### src/rtl/arm_pkg.sv
// Shared definitions for the memory / write-back end of the ARM pipeline.
// Holds the datapath widths, the byte address where data memory begins,
// the stage FSM state type and the MEM/WB pipeline register bundle.
package arm_pkg;

  localparam int WIDTH     = 32;
  localparam int REG_IDX_W = 4;
  localparam int MEM_BASE  = 1024;

  typedef enum logic {
    IDLE,
    BUSY
  } stage_state_t;

  // Contents of the MEM/WB pipeline register. An all-zero value is a bubble.
  typedef struct packed {
    logic                 wb_en;
    logic                 mem_r;
    logic [REG_IDX_W-1:0] dest;
    logic [WIDTH-1:0]     alu_res;
    logic [WIDTH-1:0]     mem_data;
  } mem_wb_t;

endpackage

### src/rtl/mem_wb_stage_if.sv
// Bus between the EXE/MEM register (upstream) and the MEM/WB stage.
// Upstream drives the instruction fields; the stage returns ready (used
// upstream as freeze) and the write-back triple for the register file.
//   master : upstream / ID-stage side
//   slave  : mem_wb_stage side
interface mem_wb_stage_if #(
  parameter int WIDTH = 32
);

  logic                 WB_EN;
  logic                 MEM_R_EN;
  logic                 MEM_W_EN;
  logic [WIDTH-1:0]     ALU_res;
  logic [WIDTH-1:0]     Val_Rm;
  logic [3:0]           Dest;
  logic                 ready;
  logic                 WB_WB_en;
  logic [3:0]           WB_Dest;
  logic [WIDTH-1:0]     WB_Value;

  modport master (
    output WB_EN, MEM_R_EN, MEM_W_EN, ALU_res, Val_Rm, Dest,
    input  ready, WB_WB_en, WB_Dest, WB_Value
  );

  modport slave (
    input  WB_EN, MEM_R_EN, MEM_W_EN, ALU_res, Val_Rm, Dest,
    output ready, WB_WB_en, WB_Dest, WB_Value
  );

endinterface

### src/rtl/mem_wb_stage_data_memory.sv
// Word-addressed data memory for the MEM stage.
// Synchronous write, combinational read, no reset (contents are undefined
// until written).
//   clk   : clock
//   we    : write enable, word written on the rising edge
//   addr  : word index
//   wdata : write data
//   rdata : read data for addr (combinational)
module data_memory #(
  parameter int WIDTH = 32,
  parameter int DEPTH = 64,
  parameter int ADDR_W = $clog2(DEPTH)
) (
  input  logic              clk,
  input  logic              we,
  input  logic [ADDR_W-1:0] addr,
  input  logic [WIDTH-1:0]  wdata,
  output logic [WIDTH-1:0]  rdata
);

  logic [WIDTH-1:0] mem [DEPTH];

  // Storage array; a write lands on the edge that ends the access.
  always_ff @(posedge clk) begin
    if (we) begin
      mem[addr] <= wdata;
    end
  end

  assign rdata = mem[addr];

endmodule

### src/rtl/mem_wb_stage.sv
// Memory and write-back end of the ARM pipeline.
// Accepts an instruction from EXE/MEM, performs a multi-cycle data-memory
// access for LDR/STR while holding ready low, latches the result into the
// MEM/WB register and drives the write-back triple to the register file.
//   clk : pipeline clock
//   rst : synchronous, active-high reset (aborts any access in flight)
//   bus : instruction inputs, ready, and WB_WB_en/WB_Dest/WB_Value outputs
module mem_wb_stage
  import arm_pkg::*;
#(
  parameter int WIDTH       = arm_pkg::WIDTH,
  parameter int MEM_DEPTH   = 64,
  parameter int MEM_BASE    = arm_pkg::MEM_BASE,
  parameter int MEM_LATENCY = 4
) (
  input  logic           clk,
  input  logic           rst,
  mem_wb_stage_if.slave  bus
);

  localparam int ADDR_W = $clog2(MEM_DEPTH);
  localparam int CNT_W  = (MEM_LATENCY > 1) ? $clog2(MEM_LATENCY) : 1;
  localparam logic [CNT_W-1:0] CNT_LOAD = CNT_W'(MEM_LATENCY - 1);

  stage_state_t      state_q, state_d;
  logic [CNT_W-1:0]  cnt_q, cnt_d;
  logic              req;
  logic              ready;
  logic              mem_we;
  logic              mem_r_sel;
  logic [ADDR_W-1:0] word_idx;
  logic [WIDTH-1:0]  mem_rdata;
  mem_wb_t           mem_wb_q, mem_wb_d;

  assign req = bus.MEM_R_EN | bus.MEM_W_EN;

  // A simultaneous read and write request is treated as a store, so the
  // write-back value falls back to the ALU result.
  assign mem_r_sel = bus.MEM_R_EN & ~bus.MEM_W_EN;

  // Offset from the memory base, in words; high bits are dropped so any
  // address outside the window wraps into it.
  assign word_idx = ADDR_W'((bus.ALU_res - WIDTH'(MEM_BASE)) >> 2);

  data_memory #(
    .WIDTH (WIDTH),
    .DEPTH (MEM_DEPTH)
  ) u_data_memory (
    .clk   (clk),
    .we    (mem_we),
    .addr  (word_idx),
    .wdata (bus.Val_Rm),
    .rdata (mem_rdata)
  );

  // Access sequencer: the presentation cycle plus MEM_LATENCY-1 counted
  // BUSY cycles stall upstream, then one ready cycle completes the access.
  // Reset forces ready high and blocks the pending store.
  always_comb begin
    state_d = state_q;
    cnt_d   = cnt_q;
    ready   = 1'b1;
    mem_we  = 1'b0;
    unique case (state_q)
      IDLE: begin
        if (req) begin
          ready   = 1'b0;
          cnt_d   = CNT_LOAD;
          state_d = BUSY;
        end
      end
      BUSY: begin
        if (cnt_q != '0) begin
          ready = 1'b0;
          cnt_d = cnt_q - CNT_W'(1);
        end else begin
          mem_we  = bus.MEM_W_EN;
          state_d = IDLE;
        end
      end
      default: begin
        state_d = IDLE;
      end
    endcase
    if (rst) begin
      ready  = 1'b1;
      mem_we = 1'b0;
    end
  end

  // Next MEM/WB content: the instruction when the stage advances, otherwise
  // a bubble so nothing is written back during a stall.
  always_comb begin
    mem_wb_d = '0;
    if (ready) begin
      mem_wb_d.wb_en    = bus.WB_EN;
      mem_wb_d.mem_r    = mem_r_sel;
      mem_wb_d.dest     = bus.Dest;
      mem_wb_d.alu_res  = bus.ALU_res;
      mem_wb_d.mem_data = mem_rdata;
    end
  end

  // State, latency counter and MEM/WB register all clear on reset.
  always_ff @(posedge clk) begin
    if (rst) begin
      state_q  <= IDLE;
      cnt_q    <= '0;
      mem_wb_q <= '0;
    end else begin
      state_q  <= state_d;
      cnt_q    <= cnt_d;
      mem_wb_q <= mem_wb_d;
    end
  end

  assign bus.ready    = ready;
  assign bus.WB_WB_en = mem_wb_q.wb_en;
  assign bus.WB_Dest  = mem_wb_q.dest;
  assign bus.WB_Value = mem_wb_q.mem_r ? mem_wb_q.mem_data : mem_wb_q.alu_res;

endmodule

### src/flat_wrapper.sv
// flat-port wrapper written by rule: the top's interface ports become plain ports
module mem_wb_stage_flat import arm_pkg::*;
#(
  parameter int WIDTH       = arm_pkg::WIDTH,
  parameter int MEM_DEPTH   = 64,
  parameter int MEM_BASE    = arm_pkg::MEM_BASE,
  parameter int MEM_LATENCY = 4
)
  (clk, rst, bus_WB_EN, bus_MEM_R_EN, bus_MEM_W_EN, bus_ALU_res, bus_Val_Rm, bus_Dest, bus_ready, bus_WB_WB_en, bus_WB_Dest, bus_WB_Value);
  mem_wb_stage_if #(.WIDTH(WIDTH)) bus_i ();
  input  logic clk;
  input  logic rst;
  input wire logic [$bits(bus_i.WB_EN)-1:0] bus_WB_EN;
  input wire logic [$bits(bus_i.MEM_R_EN)-1:0] bus_MEM_R_EN;
  input wire logic [$bits(bus_i.MEM_W_EN)-1:0] bus_MEM_W_EN;
  input wire logic [$bits(bus_i.ALU_res)-1:0] bus_ALU_res;
  input wire logic [$bits(bus_i.Val_Rm)-1:0] bus_Val_Rm;
  input wire logic [$bits(bus_i.Dest)-1:0] bus_Dest;
  output wire logic [$bits(bus_i.ready)-1:0] bus_ready;
  output wire logic [$bits(bus_i.WB_WB_en)-1:0] bus_WB_WB_en;
  output wire logic [$bits(bus_i.WB_Dest)-1:0] bus_WB_Dest;
  output wire logic [$bits(bus_i.WB_Value)-1:0] bus_WB_Value;
  assign bus_i.WB_EN = bus_WB_EN;
  assign bus_i.MEM_R_EN = bus_MEM_R_EN;
  assign bus_i.MEM_W_EN = bus_MEM_W_EN;
  assign bus_i.ALU_res = bus_ALU_res;
  assign bus_i.Val_Rm = bus_Val_Rm;
  assign bus_i.Dest = bus_Dest;
  assign bus_ready = bus_i.ready;
  assign bus_WB_WB_en = bus_i.WB_WB_en;
  assign bus_WB_Dest = bus_i.WB_Dest;
  assign bus_WB_Value = bus_i.WB_Value;
  mem_wb_stage #(.WIDTH(WIDTH), .MEM_DEPTH(MEM_DEPTH), .MEM_BASE(MEM_BASE), .MEM_LATENCY(MEM_LATENCY)) u_core (.clk(clk), .rst(rst), .bus(bus_i));
endmodule
### config.mk
export PLATFORM = sky130hd
export DESIGN_NAME = mem_wb_stage_flat
export DESIGN_NICKNAME = d
export VERILOG_FILES = /design/src/rtl/arm_pkg.sv /design/src/rtl/mem_wb_stage_if.sv /design/src/rtl/mem_wb_stage_data_memory.sv /design/src/rtl/mem_wb_stage.sv /design/src/flat_wrapper.sv
export SDC_FILE = /design/constraint.sdc
export NUM_CORES = 2
export LEC_CHECK = 0
export ABC_AREA = 1
export BUFFER_PORTS_ARGS = -buffer_cell sky130_fd_sc_hd__buf_2
export CORE_MARGIN = 2
export CORE_UTILIZATION = 60
export DETAILED_ROUTE_END_ITERATION = 12
export PLACE_DENSITY = 0.78
export SLEW_MARGIN = 20
export SYNTH_ARGS = -nofsm -noshare
export SYNTH_HDL_FRONTEND = slang
export SYNTH_SLANG_ARGS = --single-unit
### constraint.sdc
create_clock -name clk -period 10.3 [get_ports clk]
set_clock_uncertainty 0.2 [all_clocks]
set_input_delay 2.06 -clock clk [delete_from_list [all_inputs] [get_ports clk]]
set_output_delay 2.06 -clock clk [all_outputs]
set_load 0.05 [all_outputs]
==> flow_metrics.env <==
export IMPL_grt_max_degree=199
export IMPL_drive_above_1_share_pct=6.814
export IMPL_grt_overflow=0
export IMPL_path_max_fanout=4
export IMPL_setup_slack_ns=4.937
export IMPL_grt_first_pass_wirelength_mm=357.7
export IMPL_crit_start="bus_MEM_W_EN"
export IMPL_critPathRequiredTime_ns=8.04
export IMPL_worstReg2RegStart="u_core.cnt_q[0]$_SDFFE_PP0P_"
export IMPL_met2_usage_pct=46.59
export IMPL_hpwlAfterDp_mm=128.0
export IMPL_hold_slack_ns=0.3068
export IMPL_vias=61539
export IMPL_drt_pass1_iter_count=7
export IMPL_grtUsageMet3_pct=8.347
export IMPL_total_power_mw=17.67
export IMPL_crit_arrival_ns=3.10
export IMPL_final_area_mm2=0.09678
export IMPL_hold_path_startpoint="u_core.cnt_q[1]$_SDFFE_PP0P_"
export IMPL_insertedDiodeCount=0
export IMPL_grt_total_usage_pct=32.01
export IMPL_clock_sinks=2121
export IMPL_yosysWarnings=0
export IMPL_reg2reg_to="u_core.u_data_memory.mem[43][18]$_DFFE_PP_"
export IMPL_hold_class="flip-flop to flip-flop"
export IMPL_slowest_delay_ns=0.43
export IMPL_htreeDepth=4
export IMPL_rrSetupSlack_ns=6.10
export IMPL_synth_cell_types=23
export IMPL_min_to="u_core.cnt_q[1]$_SDFFE_PP0P_"
export IMPL_die_h_um=387.7
export IMPL_path_clk_slew_ns=0.06
export IMPL_gp_congestion=0.9179
export IMPL_antenna_found_initial=11
export IMPL_crit_top_cell="buf_2"
export IMPL_rsz0062_at_grt="no"
export IMPL_post_cts_buffers=0
export IMPL_port_buffers=110
export IMPL_wirelength_mm=243.5
export IMPL_worst_path_max_delay_cell="o31ai_1"
export IMPL_path_cells="buf_2, o31ai_1, nor2_1, inv_1, buf_2"
export IMPL_synthTopCellsByArea="edfxtp_1 (70%), nand2_1 (24%), dfxtp_1 (1.7%)"
export IMPL_syn_area_per_cell_um2=10.26
export IMPL_avgViaCountPerCell=5.771
export IMPL_final_nets=8662
export IMPL_cts_buffers=200
export IMPL_slew_headroom_pct=20.21
export IMPL_finalHoldViolations=0
export IMPL_yosys_register_bits=2121
export IMPL_netlist_instances=8604
export IMPL_cts_tree="built"
export IMPL_p_leak_nw=40.42
export IMPL_final_common_cell="nand2_1"
export IMPL_vdd_drop_max_mv=0.2178
export IMPL_die_w_um=387.7
export IMPL_drtIter0Drc=10022
export IMPL_finalCritPeriodShare_pct=52.07
export IMPL_status="complete, no violations"
export IMPL_worst_path_buf_inv=3
export IMPL_critPathTopFamily="buffers and inverters"
export IMPL_mostFrequentLayoutCells="nand2_1 (5696), edfxtp_1 (2048), clkbuf_16 (205)"
export IMPL_grt_pass1_vias=57660
export IMPL_post_route_drc_count=0
export IMPL_yosysTopAreaCell="edfxtp_1"
export IMPL_post_route_min_period_ns=5.363
export IMPL_core_mm2=0.1459
export IMPL_tns_ns=0
export IMPL_synth_seq_area_share_pct=71.29
export IMPL_worstSetupPathType="input port to output pin"
export IMPL_whs_path_depth=2
export IMPL_final_antenna_net_count=0
export IMPL_dieArea_mm2=0.1503
export IMPL_start_kind="input port"
export IMPL_ctsHoldBuffers=0
export IMPL_powerDensity_mw_per_mm2=182.6
export IMPL_areaGrowthSynthToFinish_pct=9.575
export IMPL_grt_util_met1_pct=45.53
export IMPL_finalSetupViolations=0
export IMPL_rows=140
export IMPL_clockBufferDepth=3
export IMPL_r2r_cells=6
export IMPL_syn_area_mm2=0.08832
export IMPL_cp_end_kind="output pin"
export IMPL_postPlaceCellArea_mm2=0.09043
export IMPL_tightest_slew_ns=1.194
export IMPL_dp_slack_ns=4.198
export IMPL_initial_core_util_pct=60.53
export IMPL_synth_top_area_share_pct=69.63
export IMPL_syn_num_nets=8678
export IMPL_io_pins=111
export IMPL_fmax_mhz=186.5
export IMPL_maxSlewViolCount=0
export IMPL_wire_per_inst_um=22.84
export IMPL_grt_busiest_layer="met2"
export IMPL_clock_latency_ns=0.83
export IMPL_ctsResizeCount=0
export IMPL_cap_violations=0
export IMPL_clockRootBuffer="clkbuf_16"
layout make-up:
type                            instances  area, um2
Multi-Input combinational cell       5987      23370
Inverter                               63      267.8
Fill cell                           10307      49140
Tap cell                             1917       2399
Clock inverter                         97      757.0
Clock buffer                          264       5391
Sequential cell                      2121      62960
Timing Repair Buffer                  215       1624
sequential cells by signal, summed over array words and instances, names as in the netlist:
signal / count
u_core.cnt_q: 2
u_core.u_data_memory.mem: 2048
u_core.bus.WB_WB_en: 1
u_core.bus.WB_Dest: 4
u_core.mem_wb_q: 65
u_core.state_q: 1
power by group:
| group | internal, mW | total, mW | switching, mW |
|---|---|---|---|
| registers | 9.48 | 9.49 | 0.0131 |
| clock network | 3.91 | 7.04 | 3.12 |
| logic | 0.234 | 1.14 | 0.908 |
| total | 13.6 | 17.7 | 4.05 |
stage by stage:
stage / instances / util, %
2_1_floorplan: 8604 / -
3_3_place_gp: 10291 / 61.93
3_5_place_dp: 10294 / 61.98
4_1_cts: 10655 / 66.19
5_1_grt: 10664 / 66.32
6_report: 10664 / 66.32
cell usage after synthesis:
library cell / n
nor3_1: 4
dfxtp_1: 73
clkbuf_1: 110
nand3_1: 15
inv_1: 59
buf_2: 207
o21ai_0: 4
inv_2: 3
buf_4: 67
o31ai_1: 1
inv_4: 1
nor2_1: 184
edfxtp_1: 2048
or2_2: 2
mux2_2: 32
buf_1: 30
o21ai_1: 7
o211ai_1: 7
a21oi_1: 32
nand2_1: 5697
buf_6: 19
ha_1: 1
nor3_2: 1
how the worst max path moves through the flow:
stage	to	slack, ns	cells past startpoint
finish	bus_ready	4.94	5
global route	u_core.mem_wb_q[1]$_SDFF_PP0_	4.90	14
global placement	u_core.u_data_memory.mem[13][9]$_DFFE_PP_	4.25	6
CTS	bus_ready	4.95	5
floorplan	bus_ready	5.29	3
detailed placement	u_core.u_data_memory.mem[42][16]$_DFFE_PP_	4.20	5
cells by family (layout without fill, tap and decap cells):
| family | count (synthesis) | count (layout) | share of synthesized area (%) |
|---|---|---|---|
| multiplexers | 32 | 32 | 0.4080 |
| AND/OR/NAND/NOR | 5903 | 5903 | 25.13 |
| flip-flops | 2121 | 2121 | 71.29 |
| buffers and inverters | 496 | 639 | 2.850 |
| AO/OA/AOI/OAI | 51 | 51 | 0.3117 |
| adder cells (fa/ha/maj) | 1 | 1 | 0.01416 |
tightest hold or removal path, cell delays in order, from the launching register on:
cell	delay [ns]
dfxtp_1	0.30
inv_1	0.06
o21ai_0	0.09
metal layers:
metal,wire [um],up-vias
met5,23,-
met4,12130,4
met3,36550,591
met2,106900,4249
met1,87890,28982
li1,-,27713
(Power assumes the default switching activity.)
